===== config.mk =====
export PLATFORM = sky130hd
export DESIGN_NAME = mmul_operand_loader
export DESIGN_NICKNAME = d
export VERILOG_FILES = /design/src/rtl/mmul_pkg.sv /design/src/rtl/mmul_elem_index.sv /design/src/rtl/mmul_operand_loader.sv
export SDC_FILE = /design/constraint.sdc
export NUM_CORES = 1
export LEC_CHECK = 0
export BUFFER_PORTS_ARGS = -buffer_cell sky130_fd_sc_hd__buf_2
export CORE_ASPECT_RATIO = 1.75
export CORE_UTILIZATION = 35
export CTS_BUF_LIST = sky130_fd_sc_hd__clkbuf_16
export CTS_CLUSTER_SIZE = 25
export DETAILED_ROUTE_END_ITERATION = 8
export PLACE_DENSITY = 0.55
export SLEW_MARGIN = 20
export SYNTH_ARGS = -nofsm -noshare
export SYNTH_HDL_FRONTEND = slang
export SYNTH_SLANG_ARGS = --single-unit

===== constraint.sdc =====
create_clock -name clk -period 2.4 [get_ports clk]
set_clock_uncertainty 0.2 [all_clocks]
set_input_delay 0.36 -clock clk [delete_from_list [all_inputs] [get_ports clk]]
set_output_delay 0.36 -clock clk [all_outputs]
set_load 0.02 [all_outputs]

===== src/rtl/mmul_pkg.sv =====
// rtl/mmul_pkg.sv - shared constants and types for the 3x3 signed matrix multiplier
package mmul_pkg;
   localparam int ELEM_W = 8;
   localparam int DIM    = 3;
   localparam int NELEM  = DIM * DIM;
   localparam int MAT_W  = NELEM * ELEM_W;
   localparam int IDX_W  = $clog2(NELEM);
   localparam int CNT_W  = $clog2(DIM);

   typedef enum logic [1:0] {
      LOAD_A = 2'd0,
      LOAD_B = 2'd1,
      HOLD   = 2'd2
   } ld_state_t;

   typedef logic signed [ELEM_W-1:0] elem_t;
endpackage


===== src/rtl/mmul_elem_index.sv =====
// rtl/mmul_elem_index.sv - row/col beat counters yielding the bus slot and last-element flag
module mmul_elem_index
   import mmul_pkg::*;
(
   input  logic             clk,
   input  logic             reset,
   input  logic             clr,
   input  logic             adv,
   input  logic             transpose,
   output logic [IDX_W-1:0] slot,
   output logic             last_elem
);
   logic [CNT_W-1:0] inner;
   logic [CNT_W-1:0] outer;

   // Slot tracks incrementally: +1 row-major, +DIM column-major, restarting at the next column.
   always_ff @(posedge clk) begin
      if (reset || clr) begin
         inner <= '0;
         outer <= '0;
         slot  <= '0;
      end else if (adv) begin
         if (inner == CNT_W'(DIM - 1)) begin
            inner <= '0;
            if (outer == CNT_W'(DIM - 1)) begin
               outer <= '0;
               slot  <= '0;
            end else begin
               outer <= outer + CNT_W'(1);
               slot  <= transpose ? (IDX_W'(outer) + IDX_W'(1)) : (slot + IDX_W'(1));
            end
         end else begin
            inner <= inner + CNT_W'(1);
            slot  <= transpose ? (slot + IDX_W'(DIM)) : (slot + IDX_W'(1));
         end
      end
   end

   assign last_elem = (inner == CNT_W'(DIM - 1)) && (outer == CNT_W'(DIM - 1));
endmodule


===== src/rtl/mmul_operand_loader.sv =====
// rtl/mmul_operand_loader.sv - packs A then B element beats into operand buses; MMUL_OPERAND_LOADER_TRANSPOSE_B_EN takes B column-major
module mmul_operand_loader
   import mmul_pkg::*;
(
   input  logic              clk,
   input  logic              reset,
   input  logic              clear,
   input  logic [ELEM_W-1:0] in_data,
   input  logic              in_valid,
   input  logic              in_last,
   output logic              in_ready,
   output logic [MAT_W-1:0]  mat_a,
   output logic [MAT_W-1:0]  mat_b,
   output logic              out_valid,
   input  logic              out_ready,
   output logic              frame_err
);
   ld_state_t        state, state_n;
   logic             accept, wr_en, idx_clr, idx_adv, err_n, ov_n;
   logic             last_elem, transpose_b;
   logic [IDX_W-1:0] slot;

   assign in_ready = !reset && (state != HOLD);
   assign accept   = in_valid && in_ready;

`ifdef MMUL_OPERAND_LOADER_TRANSPOSE_B_EN
   assign transpose_b = (state == LOAD_B);
`else
   assign transpose_b = 1'b0;
`endif

   mmul_elem_index u_index (
      .clk       (clk),
      .reset     (reset),
      .clr       (idx_clr),
      .adv       (idx_adv),
      .transpose (transpose_b),
      .slot      (slot),
      .last_elem (last_elem)
   );

   always_comb begin
      state_n = state;
      idx_clr = 1'b0;
      idx_adv = 1'b0;
      wr_en   = 1'b0;
      err_n   = 1'b0;
      ov_n    = out_valid;
      case (state)
         LOAD_A, LOAD_B: begin
            if (clear) begin
               state_n = LOAD_A;
               idx_clr = 1'b1;
            end else if (accept) begin
               // Early last: drop the beat and restart framing from A.
               if (in_last && !(state == LOAD_B && last_elem)) begin
                  err_n   = 1'b1;
                  state_n = LOAD_A;
                  idx_clr = 1'b1;
               end else begin
                  wr_en   = 1'b1;
                  idx_adv = 1'b1;
                  if (last_elem) begin
                     if (state == LOAD_A) begin
                        state_n = LOAD_B;
                     end else begin
                        state_n = HOLD;
                        ov_n    = 1'b1;
                        err_n   = !in_last;
                     end
                  end
               end
            end
         end
         HOLD: begin
            if (out_ready) begin
               state_n = LOAD_A;
               ov_n    = 1'b0;
            end
         end
         default: begin
            state_n = LOAD_A;
            idx_clr = 1'b1;
            ov_n    = 1'b0;
         end
      endcase
   end

   always_ff @(posedge clk) begin
      if (reset) begin
         state     <= LOAD_A;
         mat_a     <= '0;
         mat_b     <= '0;
         out_valid <= 1'b0;
         frame_err <= 1'b0;
      end else begin
         state     <= state_n;
         out_valid <= ov_n;
         frame_err <= err_n;
         for (int k = 0; k < NELEM; k++) begin
            if (wr_en && slot == IDX_W'(k)) begin
               if (state == LOAD_A) mat_a[k*ELEM_W +: ELEM_W] <= in_data;
               else                 mat_b[k*ELEM_W +: ELEM_W] <= in_data;
            end
         end
      end
   end
endmodule


# ---- Word level (Yosys, flattened, before mapping)
# Cells that the tools add are included.
# Widths: inputs -> output; s select.
dict set report totals {
  ff_bits 156
  inputBits 14
  output_inout_bits 147
  elab_cells 123
}
dict set report classes {
  n_addsub 3
  eq_ne 21
  muxes 29
  bitwise_logic 3
  n_reduce_logical 43
}
# op n
set ops {}
lappend ops {{$reduce_and 2->1} 19}
lappend ops {{$eq 4x3->1 const B} 4}
lappend ops {{$mux 1} 16}
lappend ops {{$mux 2} 8}
lappend ops {{$logic_and 1x1->1} 14}
lappend ops {{$ne 2x2->1 const B} 7}
lappend ops {{$eq 4x2->1 const B} 2}
lappend ops {{$mux 4} 2}
lappend ops {{$eq 2x2->1 const B} 3}
lappend ops {{$reduce_and 6->1} 1}
lappend ops {{$add 2x1->2 const B} 2}
lappend ops {{$add 4x1->4 const B} 1}
lappend ops {{$eq 4x1->1 const B} 1}
lappend ops {{$eq 4x4->1 const B} 1}
lappend ops {{$logic_not 4->1} 1}
lappend ops {{$ne 4x4->1 const B} 1}
lappend ops {{$pmux 1 s2} 2}
lappend ops {{$pmux 2 s2} 1}
lappend ops {{$reduce_or 4->1} 1}
lappend ops {{$logic_not 1->1} 3}
lappend ops {{$ne 3x3->1 const B} 1}
lappend ops {{$not 1->1} 3}
lappend ops {{$reduce_and 3->1} 1}
lappend ops {{$eq 2x1->1 const B} 1}
lappend ops {{other kinds (3)} 3}

# ---- Depth between registers and ports, before layout
dict set report logic_depth {
  depth_word 11
  depth_mapped 7
  depth_no_buf 6
}

# ---- Cells and area by module
# Synthesis repeated with hierarchy kept, for this count alone.
dict set report unflattened {
  cells_unflattened 790
  area_unflattened_um2 6488.7
}
# module instances cells_per_inst area_per_inst_um2 seq_area_each_um2
set by_module_without_submodules {}
lappend by_module_without_submodules {mmul_operand_loader 1 723 5944.5 2962.8}
lappend by_module_without_submodules {mmul_elem_index 1 67 544.3 160.2}

# ---- Worst setup path before layout
# OpenSTA, ideal clock, no wires.
dict set report synth_path {
  kind {input to register}
  from {input port reset}
  to {register mat_b[40]}
  setup_ns 0.128
  arrival_time_ns 1.794
  t_required_ns 2.072
  setup_slack_ns 0.279
  path_stages 5
  n_path_buf 1
  cell_sequence {buf_6 > or3b_4 > a2111oi_4 > mux2i_1 > nor2_1}
}
dict set report synth_via {
  elab_chain_len 8
}
# element line
set synth_lines {}
lappend synth_lines {{from (decl)} mmul_operand_loader.sv:6} ;# input logic reset,
lappend synth_lines {{$logic_not 1->1} mmul_operand_loader.sv:23} ;# assign in_ready = !reset && (state != HOLD);
lappend synth_lines {{$logic_and 1x1->1} mmul_operand_loader.sv:23}
lappend synth_lines {{$logic_and 1x1->1} mmul_operand_loader.sv:24} ;# assign accept = in_valid && in_ready;
lappend synth_lines {{$mux 1} mmul_operand_loader.sv:54} ;# end else if (accept) begin
lappend synth_lines {{$mux 1} mmul_operand_loader.sv:51} ;# if (clear) begin
lappend synth_lines {{$mux 1} mmul_operand_loader.sv:49} ;# case (state)
lappend synth_lines {{$logic_and 1x1->1} mmul_operand_loader.sv:101} ;# if (wr_en && slot == IDX_W'(k)) begin
lappend synth_lines {{$reduce_and 2->1 (no source line)} n/a}
lappend synth_lines {{to (signal, indexed assignment)} mmul_operand_loader.sv:103} ;# else mat_b[k*ELEM_W +: ELEM_W] <= in_data;
lappend synth_lines {{to (decl)} mmul_operand_loader.sv:13} ;# output logic [MAT_W-1:0] mat_b,
# Several ways; a longest one is shown, not always the timed one.
# A chain may end at the register's enable or synchronous reset.

# ---- Final worst setup path
dict set report layout_path {
  from {register state[1]}
  to {register mat_b[25]}
}
dict set report layout_via {
  elab_chain_len 10
  elab_cells_between_ends 16
  classes_between {eq/ne: 2; mux: 4; bitwise: 1; reduce/logical: 9}
}
# element line
set layout_lines {}
lappend layout_lines {{from (decl)} mmul_operand_loader.sv:18} ;# ld_state_t state, state_n;
lappend layout_lines {{from (signal assigned)} mmul_operand_loader.sv:97} ;# state <= state_n;
lappend layout_lines {{$eq 2x1->1} {mmul_operand_loader.sv:49, mmul_operand_loader.sv:56}}
lappend layout_lines {{$logic_and 1x1->1} mmul_operand_loader.sv:56} ;# if (in_last && !(state == LOAD_B && last_elem)) begin
lappend layout_lines {{$logic_not 1->1} mmul_operand_loader.sv:56}
lappend layout_lines {{$logic_and 1x1->1} mmul_operand_loader.sv:56}
lappend layout_lines {{$mux 1} mmul_operand_loader.sv:56}
lappend layout_lines {{$mux 1} mmul_operand_loader.sv:54}
lappend layout_lines {{$mux 1} mmul_operand_loader.sv:51}
lappend layout_lines {{$mux 1} mmul_operand_loader.sv:49}
lappend layout_lines {{$logic_and 1x1->1} mmul_operand_loader.sv:101}
lappend layout_lines {{$reduce_and 2->1 (no source line) (*)} n/a}
# Every way passes the cells marked *; elsewhere a longest branch is shown, timed or not.

==> impl_metrics.toml <==
[synthesis]
synth_edf_count = 0
synth-async-reset-ratio_pct = 0
synth_ff_type = "dfxtp_1"
synth.net_count = 639
postSynthAreaPerCell_sq_um = 9.86
synthCells = 621
synth.distinct_cells = 44
seq_area_frac_synth_pct = 51.0
ys_warn_count = 0
ys_seq_elements = 156
synth_area_sq_um = 6120

[global_routing]
grt.overflow.total = 0
grt_pass1_vias = 5135
globalRouteTotalUtil_pct = 20.3
grt_first_pass_wirelength_um = 27500
antenna_found_initial = 0
grt_max_degree = 75

[hold_path]
hp-class = "input pin to register"

[worst_setup_path]
critPathKind = "register to register"
required_ns = 2.49
worstPathArrival_ns = 2.31
end_kind = "register"
cp_max_fo = 9
crit_path_start_kind = "register"

[place]
port_buffers = 160
hpwl_um = 12400
place_congestion = 0.868

[final_layout]
final-seq-area_sq_um = 3120
multi_input_area_sq_um = 2800
nets = 798
area_growth_pct = 27.2
n_antenna_cell = 0
drive_gt1_share_pct = 28.8
final_core_util_pct = 45.7
nFillCells = 1708

[sta]
tns_ns = 0
rsz0062_at_grt = "no"
hold_viol_final = 0
report.final.slew_viol_count = 0
min_period_over_period_pct = 92.5
setup_viol_count_final = 0
min_period_ns = 2.22
max_freq_ghz = 0.451
tightest_slew_ns = 0.695
slew-limit-headroom_pct = 53.7

[run]
drv_cap = 0

[routing]
totalWireLength_um = 17500
viasPerCell = 4.94
num_vias = 5035
drtPass1Iterations = 4
remaining_drc_errors = 0
antenna_left = 0
wl_per_cell_um = 17.2
drt_iter0_markers = 270

[cts]
path_clk_slew_ns = 0.07
cts_num_sinks = 156
cts_tree = "done"
clockBufferDepth = 2
hold_buffers = 0
root_buffer = "clkbuf_16"
cts.repair.resized = 0
clock_latency_ns = 0.42
htreeDepth = 4
cts_setup_buffers = 0
numCtsBuffers = 17

[floorplanning]
io_pins = 161
die_w_um = 102
dieArea_sq_um = 18100
start_util_pct = 36.0
core_sq_um = 17000
die_y_um = 177
num_rows = 63

[power_and_ir_drop]
powerDensity_nw_per_um2 = 697
peakVddDrop_uv = 397
leakagePower_nw = 3.76

[status]
status = "completed"
## layer usage
metal | share of wire (%) | vias to the layer above | track usage (%)
li1 | - | 2457 | -
met1 | 40 | 2387 | 23.0
met2 | 52 | 155 | 34.8
met3 | 5.3 | 36 | 4.58
met4 | 3.2 | 0 | 10.4
met5 | 0 | - | 0
## synth_stat cells (2+ instances only)
library cell	number	area, sq um
nand3_1	2	10.0
dfxtp_1	156	3120
nand3b_1	24	180
nor2b_1	5	31.3
or4b_1	2	20.0
buf_2	8	40.0
nand4bb_1	3	33.8
nor3_1	3	15.0
a31oi_1	3	18.8
a211oi_4	2	40.0
nor4_1	2	12.5
a21oi_1	32	160
nand4_2	3	37.5
and4_1	3	26.3
a311oi_1	2	17.5
ha_1	4	50.1
nand4_1	5	31.3
nand2b_1	33	206
inv_1	5	18.8
clkbuf_1	34	128
nand4b_1	3	26.3
mux2i_1	98	981
o2111ai_2	3	45.0
o21ai_0	27	135
nand2_1	56	210
nor2_1	85	319
## area by class of cell
| class | instances | area share, % |
|---|---|---|
| tap | 227 | 3.65 |
| inverter | 5 | 0.241 |
| sequential | 156 | 40.1 |
| clock buffer | 17 | 5.46 |
| timing repair buffer | 183 | 12.5 |
| clock inverter | 15 | 2.01 |
| multi-input combinational | 417 | 36.0 |
## critical path: stages, from the launching register on
cell	delay, ns
dfxtp_1	0.41
buf_4	0.21
nor4b_2	0.44
o2111ai_2	0.49
mux2i_1	0.28
nor2_1	0.06
## worst paths after layout
kind	startpoint	to	slack [ns]	cells after the start
max	state[1]$_SDFFE_PP0P_	mat_b[25]$_SDFFE_PP0P_	0.18	5
min	clear	state[0]$_SDFFE_PP0P_	0.07	2
max reg2reg	state[1]$_SDFFE_PP0P_	mat_b[25]$_SDFFE_PP0P_	0.18	5
min reg2reg	mat_a[53]$_SDFFE_PP0P_	mat_a[53]$_SDFFE_PP0P_	0.26	2
## through the flow
| step | setup slack [ns] | power [mW] | hold slack, ns | instance area, sq um | instances |
|---|---|---|---|---|---|
| 2_1_floorplan | 0.279 | 2.77 | 0.250 | 6120 | 621 |
| 4_1_cts | 0.141 | 5.51 | 0.0425 | 7790 | 1020 |
| 5_1_grt | 0.0201 | 5.62 | 0.0659 | 7790 | 1020 |
| 6_report | 0.180 | 5.43 | 0.0685 | 7790 | 1020 |
| 3_3_place_gp | 0.229 | 2.84 | 0.243 | 7210 | 988 |
| 3_5_place_dp | 0.136 | 2.85 | 0.249 | 7210 | 988 |
## where the power goes
| group | internal (mW) | switching [mW] | total, mW | leakage [nW] |
|---|---|---|---|---|
| Combinational | 0.0518 | 0.140 | 0.192 | 2.22 |
| Sequential | 2.59 | 0.00211 | 2.59 | 1.26 |
| Clock | 1.47 | 1.17 | 2.64 | 0.288 |
| Total | 4.12 | 1.31 | 5.43 | 3.76 |
## cell families (layout without fill, tap and decap cells)
kind of cell             after synthesis  after routing  synth area share [%]
multiplexers                          98             98                  16.0
XOR/XNOR                               1              1                 0.143
AO/OA/AOI/OAI                         77             77                  8.15
adder cells (fa/ha/maj)                4              4                 0.817
buffers and inverters                 48            220                  3.23
AND/OR/NAND/NOR                      237            237                  20.7
flip-flops                           156            156                  51.0
## cells in the final DEF, fill, tap and decap left out, types with 4 or more instances in the layout
| cell | instances |
|---|---|
| a21oi_1 | 32 |
| buf_2 | 159 |
| buf_4 | 24 |
| clkbuf_16 | 17 |
| dfxtp_1 | 156 |
| ha_1 | 4 |
| inv_1 | 6 |
| inv_8 | 6 |
| mux2i_1 | 98 |
| nand2_1 | 56 |
| nand2b_1 | 33 |
| nand3b_1 | 24 |
| nand4_1 | 5 |
| nor2_1 | 85 |
| nor2b_1 | 5 |
| o21ai_0 | 27 |
## state kept, by name (all words and copies together) (netlist names)
name / count
mat_a: 72
mat_b: 72
u_index.slot: 4
state: 2
u_index.inner: 2
u_index.outer: 2
frame_err: 1
out_valid: 1
Note: power is estimated with default switching activity, not from simulation.
